**src/rtl/multicycle_main_control.sv**
```systemverilog
// Main control FSM of the multicycle 16-bit RISC core: sequences fetch/decode/execute/memory/write-back.
// Optional retired-instruction counter is enabled by defining PERF_CNT_EN.
module multicycle_main_control #(
    parameter int CNT_W = 16
) (
    input  logic             clk,
    input  logic             rst_n,
    input  logic [3:0]       op,
    input  logic             mem_ready,
    output logic             pc_write,
    output logic             pc_write_cond,
    output logic             branch_ne,
    output logic [1:0]       pc_src,
    output logic             i_or_d,
    output logic             mem_read,
    output logic             mem_write,
    output logic             ir_write,
    output logic             reg_write,
    output logic             mem_to_reg,
    output logic             reg_dst,
    output logic             alu_src_a,
    output logic [1:0]       alu_src_b,
    output logic             csig,
    output logic             halted,
    output logic             illegal_op,
    output logic [CNT_W-1:0] instr_count
);

    localparam logic [3:0] S_FETCH     = 4'd0;
    localparam logic [3:0] S_DECODE    = 4'd1;
    localparam logic [3:0] S_EXEC_R    = 4'd2;
    localparam logic [3:0] S_EXEC_I    = 4'd3;
    localparam logic [3:0] S_WB_ALU    = 4'd4;
    localparam logic [3:0] S_MEM_ADDR  = 4'd5;
    localparam logic [3:0] S_MEM_READ  = 4'd6;
    localparam logic [3:0] S_MEM_WB    = 4'd7;
    localparam logic [3:0] S_MEM_WRITE = 4'd8;
    localparam logic [3:0] S_BRANCH    = 4'd9;
    localparam logic [3:0] S_JUMP      = 4'd10;
    localparam logic [3:0] S_HALT      = 4'd11;

    logic [3:0] r_state;
    logic [3:0] w_next;
    logic       r_halted;
    logic       r_illegal;
    logic       w_set_illegal;
    logic       w_retire;

    always_comb begin
        w_next        = S_FETCH;
        w_set_illegal = 1'b0;
        case (r_state)
            S_FETCH:     w_next = mem_ready ? S_DECODE : S_FETCH;
            S_DECODE: begin
                case (op)
                    4'b0000:                   w_next = S_EXEC_R;
                    4'b0001, 4'b0010, 4'b0011,
                    4'b0100, 4'b0101, 4'b0110,
                    4'b0111:                   w_next = S_EXEC_I;
                    4'b1000, 4'b1001:          w_next = S_MEM_ADDR;
                    4'b1010, 4'b1011:          w_next = S_BRANCH;
                    4'b1100:                   w_next = S_JUMP;
                    4'b1111:                   w_next = S_HALT;
                    default: begin
                        w_next        = S_HALT;
                        w_set_illegal = 1'b1;
                    end
                endcase
            end
            S_EXEC_R:    w_next = S_WB_ALU;
            S_EXEC_I:    w_next = S_WB_ALU;
            S_WB_ALU:    w_next = S_FETCH;
            S_MEM_ADDR:  w_next = op[0] ? S_MEM_WRITE : S_MEM_READ;
            S_MEM_READ:  w_next = mem_ready ? S_MEM_WB : S_MEM_READ;
            S_MEM_WB:    w_next = S_FETCH;
            S_MEM_WRITE: w_next = mem_ready ? S_FETCH : S_MEM_WRITE;
            S_BRANCH:    w_next = S_FETCH;
            S_JUMP:      w_next = S_FETCH;
            S_HALT:      w_next = S_HALT;
            default:     w_next = S_FETCH;
        endcase
    end

    always_ff @(posedge clk or negedge rst_n) begin
        if (!rst_n) begin
            r_state   <= S_FETCH;
            r_halted  <= 1'b0;
            r_illegal <= 1'b0;
        end else begin
            r_state <= w_next;
            if (w_next == S_HALT)
                r_halted <= 1'b1;
            if (w_set_illegal)
                r_illegal <= 1'b1;
        end
    end

    // Raw Moore decode; every strobe is gated with rst_n below so reset kills requests at once.
    logic       w_pc_write, w_pc_write_cond, w_branch_ne, w_i_or_d, w_mem_read, w_mem_write;
    logic       w_ir_write, w_reg_write, w_mem_to_reg, w_reg_dst, w_alu_src_a, w_csig;
    logic [1:0] w_pc_src, w_alu_src_b;

    always_comb begin
        w_pc_write      = 1'b0;
        w_pc_write_cond = 1'b0;
        w_branch_ne     = 1'b0;
        w_pc_src        = 2'b00;
        w_i_or_d        = 1'b0;
        w_mem_read      = 1'b0;
        w_mem_write     = 1'b0;
        w_ir_write      = 1'b0;
        w_reg_write     = 1'b0;
        w_mem_to_reg    = 1'b0;
        w_reg_dst       = 1'b0;
        w_alu_src_a     = 1'b0;
        w_alu_src_b     = 2'b00;
        w_csig          = 1'b0;
        case (r_state)
            S_FETCH: begin
                w_mem_read  = 1'b1;
                w_alu_src_b = 2'b01;
                w_csig      = 1'b1;
                w_ir_write  = mem_ready;
                w_pc_write  = mem_ready;
            end
            S_DECODE: begin
                w_alu_src_b = 2'b11;
                w_csig      = 1'b1;
            end
            S_EXEC_R: begin
                w_alu_src_a = 1'b1;
            end
            S_EXEC_I: begin
                w_alu_src_a = 1'b1;
                w_alu_src_b = 2'b10;
            end
            S_WB_ALU: begin
                w_reg_write = 1'b1;
                w_reg_dst   = (op == 4'b0000);
            end
            S_MEM_ADDR: begin
                w_alu_src_a = 1'b1;
                w_alu_src_b = 2'b10;
                w_csig      = 1'b1;
            end
            S_MEM_READ: begin
                w_mem_read = 1'b1;
                w_i_or_d   = 1'b1;
            end
            S_MEM_WB: begin
                w_reg_write  = 1'b1;
                w_mem_to_reg = 1'b1;
            end
            S_MEM_WRITE: begin
                w_mem_write = 1'b1;
                w_i_or_d    = 1'b1;
            end
            S_BRANCH: begin
                w_alu_src_a     = 1'b1;
                w_pc_write_cond = 1'b1;
                w_pc_src        = 2'b01;
                w_branch_ne     = op[0];
            end
            S_JUMP: begin
                w_pc_write = 1'b1;
                w_pc_src   = 2'b10;
            end
            default: ;
        endcase
    end

    assign pc_write      = w_pc_write & rst_n;
    assign pc_write_cond = w_pc_write_cond & rst_n;
    assign branch_ne     = w_branch_ne & rst_n;
    assign pc_src        = w_pc_src & {2{rst_n}};
    assign i_or_d        = w_i_or_d & rst_n;
    assign mem_read      = w_mem_read & rst_n;
    assign mem_write     = w_mem_write & rst_n;
    assign ir_write      = w_ir_write & rst_n;
    assign reg_write     = w_reg_write & rst_n;
    assign mem_to_reg    = w_mem_to_reg & rst_n;
    assign reg_dst       = w_reg_dst & rst_n;
    assign alu_src_a     = w_alu_src_a & rst_n;
    assign alu_src_b     = w_alu_src_b & {2{rst_n}};
    assign csig          = w_csig & rst_n;
    assign halted        = r_halted;
    assign illegal_op    = r_illegal;

    // An instruction retires when a completing state hands control back to FETCH.
    assign w_retire = (w_next == S_FETCH) &&
                      ((r_state == S_WB_ALU) || (r_state == S_MEM_WB) ||
                       (r_state == S_MEM_WRITE) || (r_state == S_BRANCH) ||
                       (r_state == S_JUMP));

`ifdef PERF_CNT_EN
    logic [CNT_W-1:0] r_count;

    always_ff @(posedge clk or negedge rst_n) begin
        if (!rst_n)
            r_count <= '0;
        else if (w_retire && (r_count != {CNT_W{1'b1}}))
            r_count <= r_count + 1'b1;
    end

    assign instr_count = r_count;
`else
    logic w_unused_retire;
    assign w_unused_retire = w_retire;
    assign instr_count     = '0;
`endif

endmodule
```
**config.mk**
```make
export PLATFORM = sky130hd
export DESIGN_NAME = multicycle_main_control
export DESIGN_NICKNAME = d
export VERILOG_FILES = /design/src/rtl/multicycle_main_control.sv
export SDC_FILE = /design/constraint.sdc
export NUM_CORES = 1
export LEC_CHECK = 0
export BUFFER_PORTS_ARGS = -buffer_cell sky130_fd_sc_hd__buf_2
export CORE_UTILIZATION = 45
export DETAILED_ROUTE_END_ITERATION = 16
export PLACE_DENSITY_LB_ADDON = 0.2
export SYNTH_ARGS = -nofsm -noshare
export SYNTH_HDL_FRONTEND = slang
export SYNTH_SLANG_ARGS = --single-unit
```
**constraint.sdc**
```tcl
create_clock -name clk -period 1.9 [get_ports clk]
set_input_delay 0.095 -clock clk [delete_from_list [all_inputs] [get_ports clk]]
set_output_delay 0.095 -clock clk [all_outputs]
set_load 0.01 [all_outputs]
```
==> impl_metrics.env <==
export IMPL_grt_overflow_total=0
export IMPL_dieArea_mm2=0.00177
export IMPL_skew_ns=0.00427
export IMPL_power_density_mw_per_mm2=1230
export IMPL_hold_worst_slack_ns=0.165
export IMPL_finalSetupViolCount=0
export IMPL_core_rowCount=14
export IMPL_clkTransAtPathRegs_ns=0.04
export IMPL_ys_seq_area_share_pct=20.8
export IMPL_cp_start_kind="flop"
export IMPL_reg2reg_slack_ns=0.41
export IMPL_rsz0062_at_grt="false"
export IMPL_grt_pass1_wl_um=2150
export IMPL_cap_viol_max_count=0
export IMPL_whs_path_depth=2
export IMPL_synth_cell_types=38
export IMPL_ir_drop_mv=0.698
export IMPL_core_area_mm2=0.00151
export IMPL_status="finished clean"
export IMPL_layout_drive_gt1_share_pct=32.4
export IMPL_num_io_pins=41
export IMPL_synthCells=88
export IMPL_ys_ff_latch=6
export IMPL_portBuffers=24
export IMPL_antenna_found_initial=0
export IMPL_critPathArrivalTime_ns=1.71
export IMPL_p_total_mw=0.977
export IMPL_slew_viol_final=0
export IMPL_insertion_delay_ns=0.24
export IMPL_vias_per_cell=5.05
export IMPL_path_max_fanout=14
export IMPL_final_common_cell="buf_2"
export IMPL_cts_tree="yes"
export IMPL_end_kind="output port"
export IMPL_worstRegToRegCells=4
export IMPL_fmax_mhz=555
export IMPL_vias=641
export IMPL_final_cells=127
export IMPL_drt_wl_total_um=1360
export IMPL_dp_cells=123
export IMPL_hp_class="in2reg"
export IMPL_syn_avg_cell_area_um2=8.20
export IMPL_hold_viol=0
export IMPL_drtIter0Drc=5
export IMPL_h_tree_depth=1
export IMPL_final_cell_mix="buf_2 (24), conb_1 (16), nor2_1 (7)"
export IMPL_grt_usage_pct=15.8
export IMPL_design_area_um2=796
export IMPL_clock_sinks=6
export IMPL_hpwl_um=1070
export IMPL_fin_crit_ns=1.80
export IMPL_routedWlPerCell_um=10.7
export IMPL_yosysWarnings=0
export IMPL_worstSetupPathType="reg2out"
export IMPL_finalSetupTns_ns=0
export IMPL_die_h_um=42.1
export IMPL_ant_nets=0
export IMPL_grt_max_degree=15
export IMPL_leakagePower_nw=0.414
export IMPL_die_w_um=42.1
export IMPL_finalCritPeriodShare_pct=94.7
export IMPL_place_area_um2=763
export IMPL_synthToLayoutAreaGrowth_pct=10.2
export IMPL_worstPathRequired_ns=1.80
export IMPL_drt_first_pass_iters=2
export IMPL_clockBufferDepth=2
export IMPL_syn_area_um2=722
export IMPL_gp_congestion=0.760
export IMPL_drcViolationCount=0
export IMPL_cts_root_buffer="clkbuf_4"
export IMPL_nets=120
export IMPL_grt_pass1_vias=507
export IMPL_antenna_diode_count=0
export IMPL_start_util_pct=47.9
export IMPL_cts_buffers_inserted=3
metal layers:
layer	wire length (um)	track usage (%)
met1	659	20.5
met2	612	25.6
met3	70	2.59
met4	13	7.50
met5	0	0
sequential cells by signal, summed over array words and instances (netlist names):
name / cells
r_state: 4
halted: 1
illegal_op: 1
synthesized netlist by cell type, drive strengths merged:
cell    instances  area, um2
buf            21        163
nor2            7       26.3
dfrtp           6        150
nand2           6       25.0
o21ai           4       20.0
a211oi          3       22.5
inv             3       13.8
nor3            3       15.0
nor3b           3       27.5
xor2            3       26.3
a21oi           2       10.0
a31o            2       17.5
and3            2       12.5
nand2b          2       12.5
nor2b           2       15.0
nor4            2       33.8
o211ai          2       15.0
or2             2       12.5
a2111o          1       11.3
a21o            1       7.51
a31oi           1       6.26
a32oi           1       8.76
and2            1       6.26
and2b           1       7.51
and3b           1       8.76
conb            1       3.75
mux2            1       11.3
nand3           1       5.00
nand4b          1       8.76
o22ai           1       12.5
or3             1       6.26
final cells by class:
type / instances / area [um2]
flip-flops and latches: 6 / 150
multi-input cells: 73 / 452
well taps: 16 / 20.0
fillers: 162 / 711
repair buffers: 26 / 138
inverters: 3 / 13.8
clock buffers: 3 / 22.5
logic make-up after synthesis:
| kind of cell | after synthesis | share of synthesized area [%] |
|---|---|---|
| compound gates | 18 | 18.2 |
| mux | 1 | 1.56 |
| other cells | 1 | 0.519 |
| buf+inv | 24 | 24.4 |
| simple gates | 35 | 30.9 |
| flops | 6 | 20.8 |
| xor+xnor | 3 | 3.64 |
power breakdown:
part | switching (mW) | total, mW | internal, mW
clock | 0.0382 | 0.109 | 0.0709
sequential | 0.114 | 0.299 | 0.184
combinational | 0.320 | 0.570 | 0.249
worst paths after layout:
path                                     endpoint                    from
min in group asynchronous  illegal_op$_DFFE_PN0P_                   rst_n
min reg2reg                illegal_op$_DFFE_PN0P_  illegal_op$_DFFE_PN0P_
min                        illegal_op$_DFFE_PN0P_                   op[2]
max                                       reg_dst    r_state[0]$_DFF_PN0_
max reg2reg                    halted$_DFFE_PN0N_    r_state[2]$_DFF_PN0_
max in group asynchronous    r_state[2]$_DFF_PN0_                   rst_n
what timing repair did:
action / CTS / global route
hold buffers: 1 / 0
setup buffers: 0 / 0
hold endpoints to repair: 6 / 0
gates resized for setup: 0 / 0
endpoints found under the setup margin: 0 / 0
through the flow:
step | utilization, % | worst slack, ns
6_report | 52.8 | 0.0998
3_5_place_dp | 50.7 | 0.356
5_1_grt | 52.8 | 0.0118
4_1_cts | 52.8 | 0.0953
3_3_place_gp | 50.7 | 0.381
2_1_floorplan | - | 0.520
worst max-delay path, stage by stage, from the launching register on:
cell     delay (ns)
dfrtp_1        0.53
or2_1          0.32
or3_1          0.33
nor4_2         0.12
buf_2          0.16
No activity file was read; power rests on OpenSTA's default activity.
